### config.mk
export PLATFORM = sky130hd
export DESIGN_NAME = feature_streamer
export DESIGN_NICKNAME = d
export VERILOG_FILES = /design/src/rtl/dtree_pkg.sv /design/src/rtl/feature_streamer_vector_fifo.sv /design/src/rtl/feature_streamer.sv
export SDC_FILE = /design/constraint.sdc
export NUM_CORES = 1
export LEC_CHECK = 0
export ABC_AREA = 1
export CAP_MARGIN = 30
export CORE_AREA = 4 4 72 140
export CTS_CLUSTER_DIAMETER = 40
export DETAILED_ROUTE_END_ITERATION = 10
export DIE_AREA = 0 0 76 144
export GPL_ROUTABILITY_DRIVEN = 0
export PLACE_DENSITY = 0.85
export SLEW_MARGIN = 10
export SYNTH_ARGS = -nofsm -noshare
export SYNTH_HDL_FRONTEND = slang
export SYNTH_HIERARCHICAL = 1
export SYNTH_SLANG_ARGS = --single-unit
### constraint.sdc
create_clock -name clk -period 4.96 [get_ports clk]
set_input_delay 0.992 -clock clk [delete_from_list [all_inputs] [get_ports clk]]
set_output_delay 0.992 -clock clk [all_outputs]
set_load 0.01 [all_outputs]
### src/rtl/dtree_pkg.sv
// Shared definitions between the feature streamer and the decision-tree classifier:
// feature count, sample width and the streaming FSM encoding.
package dtree_pkg;

  localparam int FEATURES  = 3;
  localparam int IN_WIDTH  = 10;
  localparam int IDX_WIDTH = $clog2(FEATURES);

  typedef enum logic [1:0] {
    IDLE      = 2'd0,
    STREAM    = 2'd1,
    WAIT_DONE = 2'd2
  } state_t;

endpackage

### src/rtl/feature_streamer_vector_fifo.sv
// Small vector FIFO with a registered head word; holds whole packed feature vectors.
module vector_fifo #(
  parameter int WIDTH = 30,
  parameter int DEPTH = 2
) (
  input  logic                     clk,
  input  logic                     reset,
  input  logic                     push,
  input  logic                     pop,
  input  logic [WIDTH-1:0]         din,
  output logic [WIDTH-1:0]         dout,
  output logic                     full,
  output logic                     empty,
  output logic [$clog2(DEPTH):0]   count
);

  localparam int AW = $clog2(DEPTH);
  localparam logic [AW:0] CNT_FULL = (AW+1)'(DEPTH);
  localparam logic [AW:0] CNT_ONE  = (AW+1)'(1);

  logic [WIDTH-1:0] mem [DEPTH];
  logic [AW-1:0]    wr_ptr;
  logic [AW-1:0]    rd_ptr;
  logic [AW-1:0]    rd_next;
  logic             push_ok;
  logic             pop_ok;

  assign full    = (count == CNT_FULL);
  assign empty   = (count == '0);
  assign push_ok = push && !full;
  assign pop_ok  = pop && !empty;
  assign rd_next = rd_ptr + 1'b1;

  // NOTE: storage is not reset; only pointers and count define validity, which keeps the array plain flops/RAM.
  always_ff @(posedge clk) begin
    if (push_ok) mem[wr_ptr] <= din;
  end

  always_ff @(posedge clk) begin
    if (!reset) begin
      wr_ptr <= '0;
      rd_ptr <= '0;
      count  <= '0;
      dout   <= '0;
    end else begin
      if (push_ok) wr_ptr <= wr_ptr + 1'b1;
      if (pop_ok)  rd_ptr <= rd_next;

      case ({push_ok, pop_ok})
        2'b10:   count <= count + 1'b1;
        2'b01:   count <= count - 1'b1;
        default: ;
      endcase

      // Head tracks whatever entry will sit at rd_ptr after this edge.
      if (push_ok && (empty || (pop_ok && count == CNT_ONE))) begin
        dout <= din;
      end else if (pop_ok && count > CNT_ONE) begin
        dout <= mem[rd_next];
      end
    end
  end

endmodule

### src/rtl/feature_streamer.sv
// Buffers packed feature vectors and serializes them, one feature per handshake,
// into the classifier sample port; a classifier result retires the vector in service.
module feature_streamer
  import dtree_pkg::state_t, dtree_pkg::IDLE, dtree_pkg::STREAM, dtree_pkg::WAIT_DONE;
#(
  parameter int FEATURES = dtree_pkg::FEATURES,
  parameter int IN_WIDTH = dtree_pkg::IN_WIDTH,
  parameter int DEPTH    = 2
) (
  input  logic                          clk,
  input  logic                          reset,
  input  logic                          vec_valid,
  output logic                          vec_ready,
  input  logic [FEATURES*IN_WIDTH-1:0]  vec_data,
  output logic                          sample_valid,
  input  logic                          ready,
  output logic [IN_WIDTH-1:0]           sample,
  output logic [$clog2(FEATURES)-1:0]   feature_idx,
  output logic                          last,
  input  logic                          tree_done,
  output logic [$clog2(DEPTH):0]        occupancy,
  output logic                          err_spurious
);

  localparam int IW = $clog2(FEATURES);
  localparam logic [IW-1:0] LAST_IDX = IW'(FEATURES - 1);

  state_t                         state;
  logic [FEATURES*IN_WIDTH-1:0]   head;
  logic                           fifo_full;
  logic                           fifo_empty;
  logic                           accept_en;
  logic                           push;
  logic                           pop;
  logic [IW-1:0]                  next_idx;

  // NOTE: accept_en keeps vec_ready low during reset and is derived from registers only, never from pop.
  assign vec_ready = accept_en && !fifo_full;
  assign push      = vec_valid && vec_ready;
  assign pop       = tree_done && (state != IDLE) && !fifo_empty;
  assign next_idx  = feature_idx + 1'b1;

  vector_fifo #(
    .WIDTH (FEATURES*IN_WIDTH),
    .DEPTH (DEPTH)
  ) u_fifo (
    .clk   (clk),
    .reset (reset),
    .push  (push),
    .pop   (pop),
    .din   (vec_data),
    .dout  (head),
    .full  (fifo_full),
    .empty (fifo_empty),
    .count (occupancy)
  );

  always_ff @(posedge clk) begin
    if (!reset) begin
      state        <= IDLE;
      accept_en    <= 1'b0;
      sample_valid <= 1'b0;
      sample       <= '0;
      feature_idx  <= '0;
      last         <= 1'b0;
      err_spurious <= 1'b0;
    end else begin
      accept_en <= 1'b1;
      case (state)
        IDLE: begin
          if (tree_done) err_spurious <= 1'b1;
          if (occupancy != '0) begin
            state        <= STREAM;
            sample_valid <= 1'b1;
            sample       <= head[IN_WIDTH-1:0];
            feature_idx  <= '0;
            last         <= (LAST_IDX == '0);
          end
        end

        STREAM: begin
          // A result ends the vector early; a same-cycle ready is consumed but does not advance.
          if (tree_done) begin
            state        <= IDLE;
            sample_valid <= 1'b0;
            sample       <= '0;
            feature_idx  <= '0;
            last         <= 1'b0;
          end else if (ready) begin
            if (feature_idx == LAST_IDX) begin
              state        <= WAIT_DONE;
              sample_valid <= 1'b0;
              sample       <= '0;
              last         <= 1'b0;
            end else begin
              feature_idx <= next_idx;
              sample      <= head[int'(next_idx)*IN_WIDTH +: IN_WIDTH];
              last        <= (next_idx == LAST_IDX);
            end
          end
        end

        WAIT_DONE: begin
          if (tree_done) begin
            state       <= IDLE;
            feature_idx <= '0;
          end
        end

        default: state <= IDLE;
      endcase
    end
  end

endmodule

# Yosys cells after proc, flatten, opt, wreduce, memory -nomap -nowiden
# Memories as Yosys holds them, arrays and structs flattened.
# Cells that the tools add are included.
[classes] shifts=1 n_mux=32 multipliers=1 n_addsub=5 reduce_logical=25 eq_ne=13 order_cmp=1
[ops] cell="30-bit two-way mux" n=2
[ops] cell="10-bit two-way mux" n=4
[ops] cell="30-bit by 7-bit indexed part select with 10-bit output" n=1
[ops] cell="10-bit case mux with 2 select lines" n=1
[ops] cell="2-bit two-way mux" n=9
[ops] cell="2-bit case mux with 3 select lines" n=2
[ops] cell="1-bit two-way mux" n=11
[ops] cell="2-bit == test, second input constant" n=5
[ops] cell="2-bit nonzero test" n=5
[ops] cell="1-bit logical AND" n=9
[ops] cell="3-bit inequality test, second input constant" n=3
[ops] cell="4-bit AND reduction" n=2
[ops] cell="2-bit by 1-bit == test with 1-bit output, second input constant" n=3
[ops] cell="2-bit by 3-bit multiplier with 5-bit output, second input constant" n=1
[ops] cell="5-bit AND reduction" n=1
[ops] cell="2-bit by 1-bit adder with 2-bit output, second input constant" n=2
[ops] cell="2-bit logical NOT" n=2
[ops] cell="2-bit inequality test, second input constant" n=2
[ops] cell="1-bit case mux with 2 select lines" n=2
[ops] cell="2-bit case mux with 2 select lines" n=1
[ops] cell="3-bit AND reduction" n=1
[ops] cell="3-bit nonzero test" n=1
[ops] cell="1-bit adder, second input constant" n=2
[ops] cell="2-bit by 1-bit greater-than comparator with 1-bit output, second input constant" n=1
[ops] cell="other kinds (4)" n=5
[totals] ram_bits=60 output_inout_bits=18 mem_count=1 in_bits=35 reg_bits=52
[mem_list] memory="u_fifo.mem" depth=2 width=30 rd=1 rd_clocked_by_memory_dff=0 wr=1 line="feature_streamer_vector_fifo.sv:21" text="logic [WIDTH-1:0] mem [DEPTH];"

# Longest topological paths before layout
[logic_depth] depth_word=8 ltp_mapped=11 mapped_depth_nobuf=10

# Modules after synthesis
# Netlist, hierarchy kept.
[by_module_without_submodules] module="vector_fifo" area_per_inst_um2=4231.6 cells_per_inst=456 n_inst=1
[by_module_without_submodules] module="feature_streamer" area_per_inst_um2=1147.4 cells_per_inst=193 n_inst=1

# Worst setup path before layout
# Ideal clock, no wire load.
[synth_path] path_type="input to register" start="input vec_valid" end="memory u_fifo.mem[1][0] (enable)" t_arrival_ns=2.744 path_stages=5 slack_ns=1.798 setup_time_ns=0.418 required_ns=4.542 path_cell_list="nor3b_1 > inv_1 > nor2_4 > inv_1 > nor2_1"
[synth_via] elab_chain_cells=4
[synth_lines] element="start: declaration" line="feature_streamer.sv:12" text="input logic vec_valid,"
[synth_lines] element="1-bit logical AND" line="feature_streamer.sv:39" text="assign push = vec_valid && vec_ready;"
[synth_lines] element="1-bit logical AND" line="feature_streamer_vector_fifo.sv:30" text="assign push_ok = push && !full;"
[synth_lines] element="1-bit two-way mux" line="feature_streamer_vector_fifo.sv:36" text="if (push_ok) mem[wr_ptr] <= din;"
[synth_lines] element="1-bit two-way mux (implied by the code)" line="feature_streamer_vector_fifo.sv:36"
[synth_lines] element="end: declaration" line="feature_streamer_vector_fifo.sv:21"
# No other way between the ends.

# Worst setup path after layout
[layout_path] start="input tree_done" end="register u_fifo.dout[8]"
[layout_via] elab_chain_cells=7 word_cells_on_any_way=9
[layout_lines] element="start: declaration" line="feature_streamer.sv:20" text="input logic tree_done,"
[layout_lines] element="1-bit logical AND * (2 in a row)" line="feature_streamer.sv:40" text="assign pop = tree_done && (state != IDLE) && !fifo_empty;"
[layout_lines] element="via pop" line="feature_streamer.sv:34" text="logic pop;"
[layout_lines] element="1-bit logical AND *" line="feature_streamer_vector_fifo.sv:31" text="assign pop_ok = pop && !empty;"
[layout_lines] element="1-bit logical AND" line="feature_streamer_vector_fifo.sv:56" text="if (push_ok && (empty || (pop_ok && count == CNT_ONE))) begin"
[layout_lines] element="1-bit logical OR" line="feature_streamer_vector_fifo.sv:56"
[layout_lines] element="1-bit logical AND" line="feature_streamer_vector_fifo.sv:56"
[layout_lines] element="30-bit two-way mux or 2-bit nonzero test (tied branches)"
[layout_lines] element="end signal: assignment" line="feature_streamer_vector_fifo.sv:57" text="dout <= din;"
[layout_lines] element="end signal: assignment" line="feature_streamer_vector_fifo.sv:59" text="dout <= mem[rd_next];"
[layout_lines] element="end: declaration" line="feature_streamer_vector_fifo.sv:11" text="output logic [WIDTH-1:0] dout,"
# Mark *: on every way through the listed nets, which the timed path passes. The rest lies on a longest branch.
# A chain may end at the register's enable or synchronous reset.

==> results by group <==
Run status
  • Status: finished, final reports clean

Global routing
  • Vias in the first global route: roughly 4100
  • First-pass GRT wire length: between 15000 and 20000 um
  • GR Overflow Total: 0
  • Largest net degree at the start of global routing: 40
  • Global-route usage over all layers: about a fifth
  • Initial antenna violation count: 0

Clock tree
  • Post-CTS resize count: 0
  • Cts bufs inserted: 9
  • Htree depth: 3
  • CTS tree: yes
  • Num Clock Sinks: roughly 110
  • Worst skew pair latency: about 0.34 ns
  • Clk root buf: clkbuf_16
  • Reg clk slew, reported paths: around 0.070 ns
  • Count of hold-fix buffers inserted at cts: 0
  • Post-CTS setup buffer count: 0
  • Worst-case clock buffer depth: 2

Hold path
  • Hold Path Origin: sample_valid
  • HP Class: reg2reg

Logic synthesis
  • Average size of a mapped cell: between 8 and 9 um^2
  • Post-Synthesis Cell Area: about 5400 um^2
  • Seq/Total Area, Yosys: between 50% and 60%
  • Synth unique cells: 26
  • YS warnings: 6
  • Top cell type's share of synthesized area: approximately a third
  • Area contributors post-synth: edfxtp_1, dfxtp_1, nand2_1
  • Synthesized instance count: around 650
  • Syn_nets: 690
  • Leading area contributor after synthesis: edfxtp_1
  • Yosys reg bits: 112

Critical path
  • Crit path required time: roughly 5.2 ns
  • Critical path arrival: between 3 and 4 ns
  • Critical path class: in2reg
  • Crit start category: input port
  • Crit. End Element: flip-flop
  • Worst setup path startpoint: tree_done
  • Worst-path fanout max: 39
  • R2R Path Start: u_fifo/count[0]

Timing
  • Final Cycle Share: ~69%
  • Final worst slack: 1.53 ns
  • Max Freq: approximately 0.3 GHz
  • Max_slew headroom: 50.6%
  • Worst Tran Pin Value: roughly 0.74 ns
  • Final TNS setup: 0 ns
  • Clock Skew: 0.00751 ns
  • Slew Viols, Final: 0
  • Fin Hold WS: between 0.4 and 0.5 ns
  • Final setup viols: 0
  • Min cycle time layout: about 3.4 ns
  • RSZ-0062 raised after global routing: no
  • Final Hold Viols: 0

Final layout
  • Area grow syn2layout: 14.9%
  • Area of the multi-input gates: 2190 um^2
  • Filler Cells Inserted: 700
  • Register Area: about 2800 um^2
  • Final #Nets: 727
  • Layout cells sized above 1: 10.7%
  • Diode count: 0

Die
  • I/O Pins: 53
  • Die width: around 76 um
  • Row Count: between 40 and 50
  • Starting density of the core: between 50% and 60%
  • Die height: roughly 140 um
  • DIE AREA: about 11000 um^2
  • Core area: 9010 um^2

Pwr
  • Peak VDD IR: 0.297 mV
  • Cell Pwr Density: 359 nW/um^2
  • Leakage power: 2.65 nW

Drt
  • 1st-iter DRT viols: between 300 and 400
  • Final wirelength: approximately 11000 um
  • Drt wl/cell: ~14 um
  • First drt pass iteration count: 5
  • Remaining DRCs: 0
  • Via count: roughly 4200
  • Post-DRT Antenna Nets: 0
  • Via-per-instance ratio: 5.32

Place
  • IO buf count: 52
  • Post-DP HPWL: about 7700 um
  • Dpl ws: about 1.3 ns

Job
  • Max_cap viols: 0
==> report_power, final <==
| group | leakage [nW] | switching [W] | total [W] | internal (W) |
|---|---|---|---|---|
| clock | 0.161 | 0.000311 | 0.000783 | 0.000472 |
| combinational | 1.52 | 0.000218 | 0.000360 | 0.000142 |
| sequential | 0.974 | 0.0000352 | 0.00108 | 0.00104 |
| total | 2.65 | 0.000565 | 0.00222 | 0.00166 |
==> cells in the final DEF (no fill, tap or decap), types with 10 or more instances in the layout <==
cell type / netlist / routed
edfxtp_1: 60 / 60
clkbuf_16: 0 / 10
a21oi_1: 20 / 20
inv_1: 29 / 29
nand2_1: 259 / 259
nor2_1: 56 / 54
o21ai_0: 13 / 13
nand3b_1: 30 / 30
nand3_1: 35 / 35
nor2_2: 33 / 35
clkdlybuf4s50_1: 0 / 52
dfxtp_1: 52 / 52
==> state kept, by name, indices dropped and copies added (netlist names), 2 cells and up <==
signal / flops
feature_idx: 2
state: 2
sample: 10
u_fifo/dout: 30
u_fifo/mem: 60
u_fifo/count: 2
==> synth_stat cells (all sizes together) <==
master and n:
or2 1, xor2 1, o21ai 13, a21oi 20, dfxtp 52, edfxtp 60
nand4 1, nand3b 30, nor3 3, nand2 270, nand3 35, ha 6
nor3b 1, inv 33, buf 28, clkbuf 4, nor2 91
==> cell type report <==
cell class	count	area share [%]
repair buffers	58	9.15
clock inverters	5	1.26
well taps	102	2.07
inverters	33	2.04
multi-input cells	472	35.4
clock buffers	11	4.11
flip-flops and latches	112	46.0
==> worst paths after layout <==
check,slack (ns),endpoint,cells after the start
max reg2reg,2.06,u_fifo/dout[8],11
min,0.46,sample_valid,2
min reg2reg,0.46,sample_valid,2
max,1.53,u_fifo/dout[8],11
==> metal layers <==
metal  part of all wire, %  GRT usage, %  vias to the layer above
met5                     0             0                        -
met4                   3.2          9.66                        0
met3                   3.5          4.05                       27
met2                    54          38.1                      105
met1                    40          22.5                     1946
li1                      -             -                     2138
==> per-stage QoR <==
stage               utilization, %  area (um^2)  total power [W]  instances
global placement              64.9         5850          0.00144        777
CTS                           68.6         6180          0.00223        793
finish                        68.6         6180          0.00222        793
global route                  68.6         6180          0.00232        793
floorplan                        -         5380          0.00135        649
detailed placement            64.9         5850          0.00145        777
==> worst max-delay path: stages <==
cell	delay, ns
clkdlybuf4s50_1	0.59
inv_1	0.13
nor3_1	0.27
nand2_1	0.10
nand2_2	0.44
nand2_2	0.41
buf_4	0.38
nand2_1	0.11
nand2_1	0.07
nor2_2	0.09
nor2_1	0.05
==> logic make-up (layout without fill, tap and decap cells) <==
| logic type | Yosys count | in the layout | share of synthesized area (%) |
|---|---|---|---|
| simple gates | 432 | 432 | 35.9 |
| flops | 112 | 112 | 52.8 |
| buf+inv | 65 | 107 | 6.61 |
| compound gates | 33 | 33 | 3.07 |
| fa+ha+maj | 6 | 6 | 1.40 |
| xor+xnor | 1 | 1 | 0.163 |
Note: power is estimated with default switching activity, not from simulation.
